### src/rtl/multiword_add_sequencer.sv
// Multi-slice add sequencer: feeds a BIT_WIDTH adder LSB slice first and chains its carry.
// Define START_EDGE_EN to trigger on rising edges of start; the default build triggers on the start level.
module multiword_add_sequencer #(
  parameter int BIT_WIDTH = 4,
  parameter int WORDS     = 4,
  parameter int ADD_LAT   = 0
) (
  input  logic                       clk,
  input  logic                       rst,
  input  logic                       start,
  input  logic [WORDS*BIT_WIDTH-1:0] op_a,
  input  logic [WORDS*BIT_WIDTH-1:0] op_b,
  input  logic                       cin,
  output logic                       busy,
  output logic                       done,
  output logic [WORDS*BIT_WIDTH-1:0] result,
  output logic                       carry_out,
  output logic [BIT_WIDTH-1:0]       add_a,
  output logic [BIT_WIDTH-1:0]       add_b,
  output logic                       add_carry_in,
  input  logic [BIT_WIDTH-1:0]       add_sum,
  input  logic                       add_overflow
);

  localparam logic [1:0] S_IDLE = 2'd0;
  localparam logic [1:0] S_RUN  = 2'd1;
  localparam logic [1:0] S_DONE = 2'd2;

  // idx keeps at least one bit so that WORDS=1 still elaborates
  localparam int IDX_W = (WORDS > 1) ? $clog2(WORDS) : 1;
  localparam logic [IDX_W-1:0] LAST_IDX = IDX_W'(WORDS - 1);
  localparam logic [1:0]       LAT_MAX  = 2'(ADD_LAT);

  logic [1:0]                 state;
  logic [IDX_W-1:0]           idx;
  logic [1:0]                 lat_cnt;
  logic [WORDS*BIT_WIDTH-1:0] a_reg;
  logic [WORDS*BIT_WIDTH-1:0] b_reg;
  logic                       carry_reg;
  logic                       trigger;

`ifdef START_EDGE_EN
  // start_q resets high so a start held across reset release is not an edge
  logic start_q;

  always_ff @(posedge clk or posedge rst) begin
    if (rst) start_q <= 1'b1;
    else     start_q <= start;
  end

  assign trigger = start & ~start_q;
`else
  assign trigger = start;
`endif

  always_ff @(posedge clk or posedge rst) begin
    if (rst) begin
      state     <= S_IDLE;
      idx       <= '0;
      lat_cnt   <= '0;
      a_reg     <= '0;
      b_reg     <= '0;
      carry_reg <= 1'b0;
      result    <= '0;
      carry_out <= 1'b0;
    end else begin
      case (state)
        S_IDLE: begin
          if (trigger) begin
            a_reg     <= op_a;
            b_reg     <= op_b;
            carry_reg <= cin;
            idx       <= '0;
            lat_cnt   <= '0;
            result    <= '0;
            carry_out <= 1'b0;
            state     <= S_RUN;
          end
        end
        S_RUN: begin
          // the adder output is only trusted on the last cycle of each slice
          if (lat_cnt == LAT_MAX) begin
            result[idx*BIT_WIDTH +: BIT_WIDTH] <= add_sum;
            carry_reg <= add_overflow;
            lat_cnt   <= '0;
            if (idx == LAST_IDX) begin
              carry_out <= add_overflow;
              state     <= S_DONE;
            end else begin
              idx <= idx + IDX_W'(1);
            end
          end else begin
            lat_cnt <= lat_cnt + 2'd1;
          end
        end
        S_DONE:  state <= S_IDLE;
        default: state <= S_IDLE;
      endcase
    end
  end

  assign busy = (state == S_RUN);
  assign done = (state == S_DONE);

  always_comb begin
    add_a        = '0;
    add_b        = '0;
    add_carry_in = 1'b0;
    if (state == S_RUN) begin
      add_a        = a_reg[idx*BIT_WIDTH +: BIT_WIDTH];
      add_b        = b_reg[idx*BIT_WIDTH +: BIT_WIDTH];
      add_carry_in = carry_reg;
    end
  end

endmodule

### config.mk
export PLATFORM = sky130hd
export DESIGN_NAME = multiword_add_sequencer
export DESIGN_NICKNAME = d
export VERILOG_FILES = /design/src/rtl/multiword_add_sequencer.sv
export SDC_FILE = /design/constraint.sdc
export NUM_CORES = 1
export LEC_CHECK = 0
export CAP_MARGIN = 25
export CORE_MARGIN = 2
export CORE_UTILIZATION = 24
export CTS_CLUSTER_DIAMETER = 40
export DETAILED_ROUTE_END_ITERATION = 10
export PLACE_DENSITY = 0.56
export SLEW_MARGIN = 20
export SYNTH_ARGS = -nofsm -noshare
export SYNTH_HDL_FRONTEND = slang
export SYNTH_SLANG_ARGS = --single-unit
### constraint.sdc
create_clock -name clk -period 1.9 [get_ports clk]
set_clock_uncertainty 0.15 [all_clocks]
set_input_delay 0.38 -clock clk [delete_from_list [all_inputs] [get_ports clk]]
set_output_delay 0.38 -clock clk [all_outputs]
set_load 0.005 [all_outputs]
==> out/qor.csv <==
stage,metric,value,unit
placement,place.gp.congestion,0.739,
synth,ys_warn_count,0,
synth,ys_ff_latch,56,
timing,tightest_slew,305,ps
detailed_routing,avgViaCountPerCell,4.29,
critical_path,cp_data_required_time,1370,ps
critical_path,r2r_start,idx[0],
grt,grt_pass1_wl,11.1,mm
clock_network,cts_hold_buf,0,
grt,grt_pass1_vias,2236,
timing,setup_violations,8,
detailed_routing,antenna_left,0,
timing,period_minus_slack,2200,ps
run,maxCapViolCount,0,
hold_path,holdCritStartpoint,a_reg[9],
cells_and_area,synthToLayoutAreaGrowth,49.8,%
detailed_routing,wl_per_cell,13.1,µm
clock_network,clockBufferDepth,2,
clock_network,clkLatencyLatePin,290,ps
grt,grt_max_degree,57,
placement,dp_hpwl,4.77,mm
detailed_routing,wl,6.73,mm
synth,synth_xor_area_share,0,%
cells_and_area,layout-drive-gt1-share,28.1,%
run_status,violations,setup timing,
clock_network,clock-sinks,56,
detailed_routing,dr.first_iter.drc_count,58,
detailed_routing,drc_errors,0,
hold_path,min_path_cells,2,
clock_network,clkTransAtPathRegs,70,ps
synth,synthAdderAreaFrac,3.16,%
die,die_w,111,µm
critical_path,crit_type,flop to primary output,
die,start_util,24.5,%
cells_and_area,ff_latch_area,1400,µm²
synth,synth_top_family_by_area,simple AND/OR/NAND/NOR gates,
critical_path,cp-startpoint,idx[0],
timing,rsz0062_at_grt,true,
synth,synthCells,275,
grt,antenna_found_initial,0,
power_and_ir_drop,ir_worst_vdd,0.000522,V
grt,grt_usage,10.9,%
power_and_ir_drop,leakagePower,1.92,nW
synth,ys_types,31,
hold_path,hold_end,a_reg[9],
clock_network,cts_buffers,5,
cells_and_area,final_cell_mix,"nand2_1 (105), clkdlybuf4s50_1 (57), dfrtp_1 (55), buf_4 (23), buf_6 (14)",
die,die_h,111,µm
synth,avgSynthCellArea,10.1,µm²
synth,synthSimpleGateAreaFrac,25.4,%
grt,grt_overflow,0,
timing,setup_ws,-298,ps
synth,synth_nets,323,
detailed_routing,dr.pass1.iters,4,
placement,io_buffers,68,
timing,hold_violations,0,
die,core,11300,µm²
critical_path,timing.rr.end,result[0],
cells_and_area,multi_input_area,1370,µm²
synth,syn_area,2770,µm²
critical_path,crit_path_end_kind,primary output,
cells_and_area,fillers,1147,
critical_path,r2r_cells,7,
synth,synth-compound-area-share,3.07,%
critical_path,cp.arrival,1670,ps
critical_path,startpoint_type,flop,
cells_and_area,antennaDiodeCount,0,
hold_path,hold_class,flop to flop,
clock_network,htree_num_levels,2,
die,num_rows,39,
cells_and_area,final_area,4150,µm²
detailed_routing,vias,2202,
cells_and_area,fin_nets,417,
power_and_ir_drop,p_per_area,1480,nW/µm²
timing,drv_slew,0,
critical_path,regToRegSetupSlack,50,ps
placement,dp_slack,-292,ps
clock_network,clockRootBuffer,clkbuf_16,
run_status,status,finished with violations,
synth,synthMuxAreaShare,12.0,%
clock_network,cts_tree,done,
placement,place_area,3780,µm²
die,pin_count,69,
critical_path,crit_path_max_fanout,3,
cells_and_area,final_common_cell,nand2_1,
die,dieArea,12400,µm²
timing,min_period_over_period,116,%
synth,yosysSeqAreaShare,50.6,%
timing,fmaxAchievable,455,MHz
timing,slew_headroom,79.7,%
worst max-delay path by stage:
stage                     end  depth (start not counted)
floorplan           result[0]                          6
global placement     add_b[3]                          4
detailed placement   add_b[0]                          4
CTS                  add_b[0]                          5
global route         add_a[1]                          5
finish               add_a[0]                          5
synth_stat cells:
cell	instances	share of area [%]
mux2i_1	4	1.4
a211oi_1	1	0.27
dfrtp_1	56	51
a21oi_1	3	0.54
and2_1	9	2.0
a22o_1	2	0.63
nand3_1	7	1.3
nand4b_1	1	0.32
mux4_1	3	2.8
inv_1	14	1.9
o31ai_1	6	1.6
nand4_1	4	0.90
nand2_1	105	14
nor2b_1	2	0.45
nand3b_2	1	0.41
clkbuf_1	2	0.27
nor3_1	2	0.36
mux4_2	5	4.1
buf_2	6	1.1
or3b_4	1	0.41
nor2_1	1	0.14
nand2b_1	4	0.90
and2_4	1	0.32
inv_2	1	0.14
buf_6	6	2.4
nor4_1	8	1.8
ha_1	7	3.2
nor3b_1	1	0.27
nor3b_4	1	0.68
and4bb_2	2	0.90
mux2_2	9	3.7
worst max-delay path, cell delays in order (launching register included):
cell	delay (ps)
dfrtp_1	410
buf_6	130
buf_6	100
mux4_2	480
and2_1	140
buf_2	120
per-stage QoR:
step / instances / hold slack, ps / power [mW] / util [%] / TNS [ps]
global route: 513 / 352 / 6.58 / 36.7 / -2450
global placement: 500 / 300 / 4.68 / 33.4 / -3160
floorplan: 275 / 287 / 3.50 / - / 0
CTS: 513 / 328 / 5.95 / 35.4 / -2150
finish: 513 / 325 / 6.13 / 36.7 / -1990
detailed placement: 500 / 304 / 4.71 / 33.4 / -3070
timing repair:
| action | CTS | global route |
|---|---|---|
| pin swaps | 8 | 4 |
| setup buffers | 5 | 2 |
| gates resized for setup | 62 | 32 |
| hold endpoints to repair | 0 | 0 |
| endpoints found under the setup margin | 16 | 20 |
routing by layer:
metal | track usage, % | share of wire [%]
met5 | 0 | 0
met4 | 2.30 | 0.43
met3 | 2.01 | 3.0
met2 | 17.7 | 48
met1 | 15.2 | 49
power by group:
group,internal [mW],switching [mW]
logic,1.82,1.48
clock network,0.529,0.434
registers,1.63,0.245
cells by family (layout without fill, tap and decap cells):
group,Yosys count,in the layout
AOI/OAI and AO/OA,12,12
buffers and inverters,29,124
adders and majority gates,7,7
DFF,56,56
and+or+nand+nor,150,150
muxes,21,21
cell type report:
class | count | share of cell area, %
multi-input combinational | 190 | 32.9
tap | 143 | 4.31
timing repair buffer | 101 | 23.8
clock inverter | 2 | 0.331
sequential | 56 | 33.8
inverter | 15 | 1.51
clock buffer | 6 | 3.34
(Power assumes the default switching activity.)
